[src/rtl/sd_host_pkg.sv]
// Shared SD host controller definitions: Clock Control register layout, SDCLK
// frequency-select codes and the clock generator state encoding.
package sd_host_pkg;

  localparam logic [11:0] ClkCtrlOffset        = 12'h02C;
  localparam int unsigned ClkCtrlIntClkEnbBit    = 0;
  localparam int unsigned ClkCtrlIntClkStableBit = 1;
  localparam int unsigned ClkCtrlSdClkEnbBit     = 2;

  localparam logic [7:0] FreqSel80 = 8'h80;
  localparam logic [7:0] FreqSel40 = 8'h40;
  localparam logic [7:0] FreqSel20 = 8'h20;
  localparam logic [7:0] FreqSel10 = 8'h10;
  localparam logic [7:0] FreqSel08 = 8'h08;
  localparam logic [7:0] FreqSel04 = 8'h04;
  localparam logic [7:0] FreqSel02 = 8'h02;
  localparam logic [7:0] FreqSel01 = 8'h01;
  localparam logic [7:0] FreqSel00 = 8'h00;

  localparam logic [7:0] DefaultFreqSel = FreqSel40;

  typedef enum logic [4:0] {
    StOff    = 5'b00001,
    StSettle = 5'b00010,
    StIdle   = 5'b00100,
    StRun    = 5'b01000,
    StStop   = 5'b10000
  } clk_state_e;

  // Half-period in base-clock cycles; base mode (00h) runs as divide-by-2 and
  // any non-one-hot code falls back to the 390 kHz initialisation rate.
  function automatic logic [7:0] half_period(input logic [7:0] sel);
    logic [7:0] h;
    case (sel)
      FreqSel80, FreqSel40, FreqSel20, FreqSel10,
      FreqSel08, FreqSel04, FreqSel02, FreqSel01: h = sel;
      FreqSel00: h = 8'd1;
      default:   h = 8'd64;
    endcase
    return h;
  endfunction

endpackage

[src/rtl/sd_clk_half_cntr.sv]
// Loadable up-counter that wraps at a programmable limit and flags the
// terminal count; used both for SD clock half-periods and the settle timer.
module sd_clk_half_cntr #(
  parameter int unsigned CNT_W = 8
) (
  input  logic             clk,
  input  logic             reset,
  input  logic             load,
  input  logic             enable,
  input  logic [CNT_W-1:0] limit,
  output logic             tc
);

  logic [CNT_W-1:0] count_q, count_d;

  assign tc = (count_q == limit);

  always_comb begin
    count_d = count_q;
    if (load) begin
      count_d = '0;
    end else if (enable) begin
      count_d = tc ? '0 : count_q + CNT_W'(1);
    end
  end

  always_ff @(posedge clk) begin
    if (reset) begin
      count_q <= '0;
    end else begin
      count_q <= count_d;
    end
  end

endmodule

[src/rtl/sd_clk_gen.sv]
// SD clock generator: divides the base clock per SDCLK Frequency Select,
// reports Internal Clock Stable and emits single-cycle SD clock edge strobes.
module sd_clk_gen
  import sd_host_pkg::*;
#(
  parameter int unsigned STABLE_CNT = 16,
  parameter int unsigned CNT_W      = 8
) (
  input  logic       clk,
  input  logic       reset,
  input  logic       int_clk_enb,
  input  logic [7:0] sdclk_freq_sel,
  input  logic       sd_clk_enb,
  output logic       int_clk_stable,
  output logic       sd_clk,
  output logic       sd_clk_pos_strb,
  output logic       sd_clk_neg_strb,
  output logic       sd_clk_run
);

  localparam logic [CNT_W-1:0] SettleLimit = CNT_W'(STABLE_CNT - 1);

  clk_state_e state_q, state_d;
  logic [7:0] sel_q, sel_d;
  logic       sd_clk_q, sd_clk_d;
  logic       stable_q, stable_d;
  logic       pos_q, pos_d;
  logic       neg_q, neg_d;

  logic             settle_load, settle_tc;
  logic             half_load, half_tc;
  logic [CNT_W-1:0] half_limit;

  assign half_limit = CNT_W'(half_period(sel_q) - 8'd1);

  sd_clk_half_cntr #(
    .CNT_W (CNT_W)
  ) u_settle_cntr (
    .clk    (clk),
    .reset  (reset),
    .load   (settle_load),
    .enable (state_q == StSettle),
    .limit  (SettleLimit),
    .tc     (settle_tc)
  );

  sd_clk_half_cntr #(
    .CNT_W (CNT_W)
  ) u_half_cntr (
    .clk    (clk),
    .reset  (reset),
    .load   (half_load),
    .enable (sd_clk_run),
    .limit  (half_limit),
    .tc     (half_tc)
  );

  always_comb begin
    state_d     = state_q;
    sel_d       = sel_q;
    sd_clk_d    = sd_clk_q;
    stable_d    = stable_q;
    pos_d       = 1'b0;
    neg_d       = 1'b0;
    settle_load = 1'b0;
    half_load   = 1'b0;

    if (!int_clk_enb) begin
      state_d  = StOff;
      sd_clk_d = 1'b0;
      stable_d = 1'b0;
      neg_d    = sd_clk_q;
    end else if (state_q != StOff && sdclk_freq_sel != sel_q) begin
      // Reprogram: drop the clock low and resettle at the new rate.
      state_d     = StSettle;
      sel_d       = sdclk_freq_sel;
      settle_load = 1'b1;
      sd_clk_d    = 1'b0;
      stable_d    = 1'b0;
      neg_d       = sd_clk_q;
    end else begin
      unique case (state_q)
        StOff: begin
          state_d     = StSettle;
          sel_d       = sdclk_freq_sel;
          settle_load = 1'b1;
        end
        StSettle: begin
          if (settle_tc) begin
            state_d  = StIdle;
            stable_d = 1'b1;
          end
        end
        StIdle: begin
          if (sd_clk_enb) begin
            state_d   = StRun;
            sd_clk_d  = 1'b1;
            pos_d     = 1'b1;
            half_load = 1'b1;
          end
        end
        StRun: begin
          if (!sd_clk_enb) begin
            if (!sd_clk_q) begin
              state_d = StIdle;
            end else if (half_tc) begin
              state_d  = StIdle;
              sd_clk_d = 1'b0;
              neg_d    = 1'b1;
            end else begin
              state_d = StStop;
            end
          end else if (half_tc) begin
            sd_clk_d = ~sd_clk_q;
            pos_d    = ~sd_clk_q;
            neg_d    = sd_clk_q;
          end
        end
        StStop: begin
          if (half_tc) begin
            state_d  = StIdle;
            sd_clk_d = 1'b0;
            neg_d    = 1'b1;
          end
        end
        default: state_d = StOff;
      endcase
    end
  end

  always_ff @(posedge clk) begin
    if (reset) begin
      state_q  <= StOff;
      sel_q    <= DefaultFreqSel;
      sd_clk_q <= 1'b0;
      stable_q <= 1'b0;
      pos_q    <= 1'b0;
      neg_q    <= 1'b0;
    end else begin
      state_q  <= state_d;
      sel_q    <= sel_d;
      sd_clk_q <= sd_clk_d;
      stable_q <= stable_d;
      pos_q    <= pos_d;
      neg_q    <= neg_d;
    end
  end

  assign int_clk_stable  = stable_q;
  assign sd_clk          = sd_clk_q;
  assign sd_clk_pos_strb = pos_q;
  assign sd_clk_neg_strb = neg_q;
  assign sd_clk_run      = (state_q == StRun) || (state_q == StStop);

endmodule

[config.mk]
export PLATFORM = sky130hd
export DESIGN_NAME = sd_clk_gen
export DESIGN_NICKNAME = d
export VERILOG_FILES = /design/src/rtl/sd_host_pkg.sv /design/src/rtl/sd_clk_half_cntr.sv /design/src/rtl/sd_clk_gen.sv
export SDC_FILE = /design/constraint.sdc
export NUM_CORES = 1
export LEC_CHECK = 0
export ABC_AREA = 1
export CAP_MARGIN = 20
export CORE_MARGIN = 10
export CORE_UTILIZATION = 30
export CTS_BUF_LIST = sky130_fd_sc_hd__clkbuf_16
export DETAILED_ROUTE_END_ITERATION = 10
export SKIP_LAST_GASP = 1
export SLEW_MARGIN = 20
export SYNTH_ARGS = -nofsm -noshare
export SYNTH_HDL_FRONTEND = slang
export SYNTH_SLANG_ARGS = --single-unit
[constraint.sdc]
create_clock -name clk -period 2.65 [get_ports clk]
set_clock_uncertainty 0.15 [all_clocks]
set_input_delay 0.53 -clock clk [delete_from_list [all_inputs] [get_ports clk]]
set_output_delay 0.53 -clock clk [all_outputs]
set_load 0.02 [all_outputs]
* After elaboration in Yosys (flattened, before gate mapping)
Cells that the tools add are included.
Word-level totals: input bits 12, output and inout bits 5, register bits 33, logic and storage cells 92
Cells by class: reductions and logical operators 15, bitwise logic cells 2, muxes and demuxes 37, add/sub/neg operators 3, eq/ne operators 26
Operators by type and width (number):
- $mux W8 | 4
- $mux W5 | 6
- $pmux W5 S5 | 1
- $mux W1 | 21
- $add A8 B1 Y8 const B | 2
- $eq A8 B4 Y1 const B | 2
- $pmux W8 S2 | 1
- $reduce_and A4 Y1 | 3
- $ne A3 B3 Y1 const B | 3
- $eq A8 B1 Y1 const B | 1
- $eq A8 B2 Y1 const B | 1
- $eq A8 B3 Y1 const B | 1
- $eq A8 B5 Y1 const B | 1
- $eq A8 B6 Y1 const B | 1
- $eq A8 B7 Y1 const B | 1
- $eq A8 B8 Y1 | 1
- $eq A8 B8 Y1 const B | 1
- $logic_not A8 Y1 | 1
- $ne A8 B8 Y1 | 1
- $reduce_or A8 Y1 | 1
- $sub A8 B1 Y8 const B | 1
- $ne A2 B2 Y1 const B | 3
- $ne A3 B2 Y1 const B | 2
- $reduce_or A2 Y1 | 3
- 17 further kinds | 20

* Depth between registers and ports, before layout
depth in word-level cells 11, depth in mapped cells 23, depth with buffers taken out 22

* Modules after synthesis
Synthesis repeated with hierarchy kept, for this count alone.
Second synthesis, totals: cell total of the unflattened synthesis 382, area total of the unflattened synthesis 2368.5 sq um
By module, submodules not included:
- sd_clk_gen | area an instance 1312.5 sq um, cells each 220, seq. area each 340.3 sq um, instances 1
- sd_clk_half_cntr | area an instance 528.0 sq um, cells each 81, seq. area each 160.2 sq um, instances 2

* Worst setup path after synthesis
Ideal clock, no wire load.
kind register to register, start register sel_q[1], end register u_half_cntr.count_q[2], stages on the path, launching flop included 21, setup time 0.116 ns, period minus slack after synthesis 2.459 ns, slack 0.191 ns, data arrival time 2.192 ns, data required time 2.384 ns, path buffers 2, path through dfxtp_1 -> buf_6 -> nor2_1 -> nand2_4 -> a21oi_1 -> nand3_1 -> nand2_1 -> nand2_1 -> ha_1 -> nand3_1 -> nand2_1 -> nand2_1 -> nand2_1 -> nor2_1 -> nand3_1 -> nor2_2 -> nand3_4 -> nor2_2 -> or2_1 -> buf_6 -> nor2_2
Between the ends: longest elaborated chain between the ends 6, elaborated cells between the ends (all ways) 19, those cells by class add/sub (1); eq/ne (10); mux (4); reduce/logical (4)
RTL lines:
- from (decl) | line sd_clk_gen.sv:24 | logic [7:0] sel_q, sel_d;
- from (signal assigned) | line sd_clk_gen.sv:134 | sel_q <= DefaultFreqSel;
- from (signal assigned) | line sd_clk_gen.sv:141 | sel_q <= sel_d;
- $eq A8 B8 Y1 (tied with other cells) | line sd_host_pkg.sv:34 | case (sel)
- $reduce_or A8 Y1 | line sd_host_pkg.sv:34
- $pmux W8 S2 | line sd_host_pkg.sv:34
- $sub A8 B1 Y8 | line sd_clk_gen.sv:34 | assign half_limit = CNT_W'(half_period(sel_q) - 8'd1);
- $eq A8 B8 Y1 | line sd_clk_half_cntr.sv:16 | assign tc = (count_q == limit);
- $mux W8 | line sd_clk_half_cntr.sv:23 | count_d = tc ? '0 : count_q + CNT_W'(1);
- to (signal assigned) | line sd_clk_half_cntr.sv:31 | count_q <= count_d;
- to (decl) | line sd_clk_half_cntr.sv:14 | logic [CNT_W-1:0] count_q, count_d;
Parallel ways exist; a longest one is shown, timed or not. A chain may end at the register's enable or synchronous reset.

* Final worst setup path
start register sel_q[5], end register neg_q (netlist: sd_clk_neg_strb)
Between the ends: longest elaborated chain between the ends 11, elaborated cells between the ends (all ways) 22, those cells by class add/sub (1); eq/ne (10); mux (8); reduce/logical (3)
RTL lines:
- $eq A8 B8 Y1 (tied with other cells) | line sd_host_pkg.sv:34
- $reduce_or A8 Y1 | line sd_host_pkg.sv:34
- $pmux W8 S2 | line sd_host_pkg.sv:34
- $sub A8 B1 Y8 | line sd_clk_gen.sv:34
- $eq A8 B8 Y1 | line sd_clk_half_cntr.sv:16
- $mux W1 | line sd_clk_gen.sv:106, sd_clk_gen.sv:120
- $mux W1 | line sd_clk_gen.sv:104 | if (!sd_clk_q) begin
- $mux W1 | line sd_clk_gen.sv:103 | if (!sd_clk_enb) begin
- $pmux W1 S2 | line sd_clk_gen.sv:82 | unique case (state_q)
- $mux W1 * | line sd_clk_gen.sv:73 | end else if (state_q != StOff && sdclk_freq_sel != sel_q) begin
- $mux W1 * | line sd_clk_gen.sv:68 | if (!int_clk_enb) begin
- to (signal assigned) | line sd_clk_gen.sv:145 | neg_q <= neg_d;
- to (decl) | line sd_clk_gen.sv:28 | logic neg_q, neg_d;
Mark *: on every way between the ends. The rest lies on a longest branch, timed or not.

==> results by group <==
Outcome
  – Outcome: completed

Synthesis
  – Synth async-reset ratio: 0%
  – Sequential area share after synthesis: 30.2%
  – Synth cell types: 34
  – Mean Syn Cell Area: 6.62 sq um
  – Post-Syn Instances: 330
  – Mapped cell area: 2190 sq um
  – Most used DFF post-synth: dfxtp_1
  – Syn nets: 345
  – Number of flops mapped to enable cells by yosys: 0
  – Flops & latches, synth: 33
  – YS warnings: 0

Die
  – Initial Util: 30.5%
  – Die area: 11100 sq um
  – # IOs: 17
  – FP Rows: 31
  – Die H: 105 um
  – Core ar.: 7180 sq um
  – Die width: 105 um

Cells and area
  – Most frequent cells in the layout: nand2_1, inv_1, nor2_1
  – Layout Area Growth over Synthesis: 33.4%
  – Final instance area: 2920 sq um
  – Final net count: 388
  – Most common cell after layout, fill and taps aside: nand2_1
  – FF+latch area: 682 sq um
  – Post-layout util: 40.6%
  – Layout cells sized above 1: 24.6%
  – Footprint of the multi-input gates: 1390 sq um
  – Fillers: 729
  – Diode count: 0

Clocking
  – CTS buffer count: 5
  – Register clock-pin slew on the reported worst setup and hold paths: 0.06 ns
  – H-tree depth: 2
  – Root buf cell: clkbuf_16
  – Worst skew pair latency: 0.28 ns
  – Clk sinks: 33
  – Longest Clk Path Bufs: 2
  – CTS tree: built

Placed design
  – Routability congestion estimate: 0.858
  – Post-DP Area: 2590 sq um
  – HPWL after detailed placement: 4070 um
  – Post-place setup slack: 0.0111 ns
  – IO buf count: 16

Drt
  – Initial DRC Count: 40
  – DRC Markers: 0
  – Routed vias/inst: 4.54
  – Pre-Repair DR Iteration Count: 4
  – Routed WL: 5400 um
  – Vias: 2148
  – Routed wire length per instance: 11.4 um
  – Post-detailed-route count of antenna-violating nets: 0

Timing
  – Setup violators final: 0
  – Crit path time final: 2.51 ns
  – Final Hold Viols: 0
  – Highest Clock Rate: 0.398 GHz
  – Period utilisation layout: 94.7%
  – Fin worst setup slack: 0.140 ns
  – Worst Tran Pin Value: 0.598 ns
  – Max-slew violations: 0
  – Setup total negative slack: 0 ns
  – Rel. slew slack: 59.9%

GRT
  – GRT Overall Usage: 9.40%
  – Overflow after GRT: 0
  – Antenna violations before repair: 0
  – Vias in the first global route: 2011
  – Largest net degree at the start of global routing: 17
  – First-pass GRT wire length: 8760 um

Critical path
  – Critical Path AT: 2.55 ns
  – Cell Chain, Critical Path: nor2_4 -> nand2_4 -> a21oi_2 -> nand3_2 -> nand2_1 -> nand2_2 -> ha_4 -> inv_1 -> nand2_1 -> nand3_1 -> nand2_1 -> nor2_1 -> nand3_1 -> nor2_4 -> nand3_4 -> nor2_4 -> o21ai_1 -> a21oi_1
  – CP Class: flop to flop
  – CP peak stage delay: 0.36 ns
  – Worst EP required: 2.69 ns
  – Crit-path max FO: 6
  – CP endpoint kind: flop
  – Worst path slowest cell: dfxtp_4
  – Startpoint Class: flop

Power
  – Total power: 1.42 mW
  – VDD IR max: 0.256 mV
  – Leakage power figure: 1.18 nW
  – Power Density: 488 nW/um^2

Job
  – Max-Cap Viols: 0

Min path
  – Tightest Hold Check Type: flop to flop
-- final cells by class --
class | instances | area share (%)
multi-input cells | 241 | 47.8
flip-flops and latches | 33 | 23.4
repair buffers | 40 | 12.0
inverters | 52 | 6.70
clock buffers | 5 | 4.29
well taps | 99 | 4.25
clock inverters | 3 | 1.59
-- path summary, 6_finish.rpt --
path	slack, ns	startpoint	endpoint	cells past startpoint
max	0.14	sel_q[5]$_SDFFE_PP0P_	sd_clk_neg_strb$_SDFF_PP0_	18
min	0.33	u_settle_cntr.count_q[1]$_SDFFE_PP0P_	u_settle_cntr.count_q[1]$_SDFFE_PP0P_	2
max reg2reg	0.14	sel_q[5]$_SDFFE_PP0P_	sd_clk_neg_strb$_SDFF_PP0_	18
min reg2reg	0.33	u_settle_cntr.count_q[1]$_SDFFE_PP0P_	u_settle_cntr.count_q[1]$_SDFFE_PP0P_	2
-- layer usage --
layer  track usage (%)  up-vias  share of wire (%)
met1              11.1      972                 47
met3              3.17        8                4.0
met2              15.3       23                 47
li1                  -     1145                  -
met5                 0        -                  0
met4              3.73        0                1.6
-- worst max-delay path, delay by kind of cell (launching register included) --
kind / cells / cell delay, ns
AOI/OAI and AO/OA: 3 / 0.40
DFF: 1 / 0.36
adders and majority gates: 1 / 0.17
buffers and inverters: 1 / 0.05
and+or+nand+nor: 13 / 1.27
-- cells by family after synthesis --
logic type	after synthesis	synth area share, %
xor gates and xnor gates	17	6.81
and+or+nand+nor	177	39.2
DFF	33	30.2
buffers and inverters	56	10.3
adders and majority gates	3	1.72
AOI/OAI and AO/OA	44	11.8
-- synth_stat cells (all sizes together) (2+ instances only) --
| cell type | n | area, sq um |
|---|---|---|
| xor2 | 10 | 87.6 |
| nand4 | 11 | 68.8 |
| buf | 2 | 22.5 |
| nand3b | 2 | 15.0 |
| nor4 | 5 | 43.8 |
| nand2 | 83 | 347 |
| ha | 3 | 37.5 |
| xnor2 | 7 | 61.3 |
| o211ai | 2 | 15.0 |
| nand3 | 21 | 123 |
| nor2 | 47 | 214 |
| clkbuf | 2 | 7.51 |
| nor3 | 5 | 25.0 |
| inv | 52 | 195 |
| or2 | 2 | 12.5 |
| dfxtp | 33 | 661 |
| a31oi | 2 | 12.5 |
| o21ai | 16 | 83.8 |
| a21oi | 21 | 124 |
-- through the flow --
step,hold slack (ns),std cells
2_1_floorplan,0.308,330
3_3_place_gp,0.316,459
3_5_place_dp,0.325,459
4_1_cts,0.335,467
5_1_grt,0.343,473
6_report,0.330,473
-- power breakdown --
| group | leakage (nW) | switching (mW) | internal, mW |
|---|---|---|---|
| combinational | 0.827 | 0.129 | 0.101 |
| sequential | 0.272 | 0.0163 | 0.508 |
| clock | 0.0800 | 0.224 | 0.445 |
| total | 1.18 | 0.370 | 1.05 |
-- registers in the layout, summed over array words and instances (netlist names) --
name	cells
sel_q	8
u_half_cntr.count_q	8
u_settle_cntr.count_q	8
state_q	5
int_clk_stable	1
sd_clk	1
sd_clk_neg_strb	1
sd_clk_pos_strb	1
-- what timing repair did --
| item | 4_1_cts | 5_1_grt |
|---|---|---|
| hold endpoints to repair | 0 | 0 |
| cloned | 0 | 0 |
| gates resized for setup | 1 | 40 |
| hold buffers | 0 | 0 |
| setup buffers | 0 | 7 |
| setup endpoints to repair | 7 | 13 |
| pin swaps | 0 | 14 |
Power figures use the tool's default switching activity.
==> variant: new RTL, same settings <==
`CNT_W` is set to 8 in 2 places; all go to 10.
--- a/src/rtl/sd_clk_half_cntr.sv
+++ b/src/rtl/sd_clk_half_cntr.sv
@@ -2,5 +2,5 @@
 // terminal count; used both for SD clock half-periods and the settle timer.
 module sd_clk_half_cntr #(
-  parameter int unsigned CNT_W = 8
+  parameter int unsigned CNT_W = 10
 ) (
   input  logic             clk,
--- a/src/rtl/sd_clk_gen.sv
+++ b/src/rtl/sd_clk_gen.sv
@@ -5,5 +5,5 @@
 #(
   parameter int unsigned STABLE_CNT = 16,
-  parameter int unsigned CNT_W      = 8
+  parameter int unsigned CNT_W      = 10
 ) (
   input  logic       clk,
Function: no difference found for any inputs over 10 cycles, from zero or initial values and one cycle with reset high; that may be too few to reach the edited logic, so the function may still have changed.
==> variant against the original RTL <==
- synthesized area up 12%
- sequential share of layout area up 1.6 points
- total power up 7.3%
- non-clock buffer count down 15
- wire length up 6.7%
- first-iteration DRC count up 80%
- global-route usage up 0.49 points
- critical path depth down 5
- setup slack better by 0.066 ns
- sequential cell count up 4
- cell area up 1.9%
==> variant: results (changes against the original RTL) <==
<table>
<tr><th>Metric</th><th>Value</th></tr>
<tr><th colspan="2">Outcome</th></tr>
<tr><td>Outcome</td><td>finished, final reports clean</td></tr>
<tr><th colspan="2">Synth</th></tr>
<tr><td>Most common library cells after synthesis</td><td>sky130_fd_sc_hd__nand2_1 (76), sky130_fd_sc_hd__nor2_1 (53), sky130_fd_sc_hd__inv_1 (47)</td></tr>
<tr><td>Number of different library cells in the post-synthesis netlist</td><td>40 (+18%)</td></tr>
<tr><td>Area fraction in compound gates after synthesis</td><td>0.115 (-0.00271)</td></tr>
<tr><td>Leading post-synthesis cells by cell area</td><td>sky130_fd_sc_hd__dfxtp_1 (30%), sky130_fd_sc_hd__nand2_1 (12%), sky130_fd_sc_hd__nor2_1 (8.1%)</td></tr>
<tr><td>Cell count after synthesis</td><td>368 (+12%)</td></tr>
<tr><td>Adder and majority gate portion of the synthesized area</td><td>0.0154 (-0.00181)</td></tr>
<tr><td>Sequential share of the synthesized area</td><td>0.303 (+0.000891)</td></tr>
<tr><th colspan="2">Power and ir drop</th></tr>
<tr><td>Worst ir drop on vdd</td><td>0.340 mV (+33%)</td></tr>
<tr><td>Power drawn by the combinational cells</td><td>0.240 mW (+4%)</td></tr>
<tr><td>Power attributed to sequential cells</td><td>0.591 mW (+13%)</td></tr>
<tr><th colspan="2">Place</th></tr>
<tr><td>Post-place instance area</td><td>0.00278 mm2 (+7.3%)</td></tr>
<tr><td>Post-placement worst setup slack</td><td>0.0776 ns (+0.0665 ns)</td></tr>
<tr><th colspan="2">Final layout</th></tr>
<tr><td>Clock network contribution to total cell area</td><td>0.0577 (-0.00109)</td></tr>
<tr><td>Post-route non-filler standard cell count</td><td>501 (+5.9%)</td></tr>
<tr><td>Layout Nets</td><td>413 (+6.4%)</td></tr>
<tr><td>Multi-input gate count</td><td>273 (+13%)</td></tr>
<tr><td>Ratio of cells with drive above 1 in the final layout</td><td>0.143 (-0.103)</td></tr>
<tr><td>Leading registers by flop count</td><td>u_half_cntr.count_q: 10 flops, u_settle_cntr.count_q: 10 flops, sel_q: 8 flops</td></tr>
<tr><td>Fraction of area in multi-input gates</td><td>0.500 (+0.0227)</td></tr>
<tr><td>Nonclk inv count</td><td>56 (+7.7%)</td></tr>
<tr><td>Reg area</td><td>742 um2 (+8.8%)</td></tr>
<tr><th colspan="2">Setup path</th></tr>
<tr><td>Worst Path Max Fanout</td><td>9 (+3)</td></tr>
<tr><td>Worst Path Arrival</td><td>2.47 ns (-0.08 ns)</td></tr>
<tr><td>Worst-path cell with the longest stage delay</td><td>sky130_fd_sc_hd__dfxtp_1</td></tr>
<tr><th colspan="2">Global routing</th></tr>
<tr><td>Via count of the first global-routing pass</td><td>2162 (+7.5%)</td></tr>
<tr><td>Overall global routing resource usage</td><td>0.0989 (+0.00493)</td></tr>
<tr><th colspan="2">Route</th></tr>
<tr><td>Drt first-iter violations</td><td>72 (+80%)</td></tr>
<tr><th colspan="2">STA</th></tr>
<tr><td>Worst slew margin relative to its limit</td><td>0.690 (+0.0914)</td></tr>
</table>
-- variant: what timing repair did --
item | in CTS | in global routing
buffers inserted | 0 | 2
endpoints found under the setup margin | 0 | 14
endpoints found under the hold margin | 0 | 0
gates resized for setup | 0 | 3
-- variant: final timing paths --
check	endpoint	start	cells past startpoint	slack, ns
max	u_half_cntr.count_q[6]	sel_q[6]	13	0.21
max reg2reg	u_half_cntr.count_q[6]	sel_q[6]	13	0.21
min	int_clk_stable	int_clk_stable	2	0.33
min reg2reg	int_clk_stable	int_clk_stable	2	0.33
-- variant: per-layer routing --
layer | global-route usage | vias to the layer above | part of all wire
met4 | 0.0394 | 0 | 0.014
met3 | 0.0255 | 5 | 0.034
met2 | 0.165 | 30 | 0.46
met1 | 0.119 | 1032 | 0.49
met5 | 0 | - | 0
li1 | - | 1245 | -
-- variant: worst min-delay path: stages, from the launching register on --
cell and delay, ns:
sky130_fd_sc_hd__dfxtp_1 0.32, sky130_fd_sc_hd__a21oi_1 0.04, sky130_fd_sc_hd__nor2_1 0.08
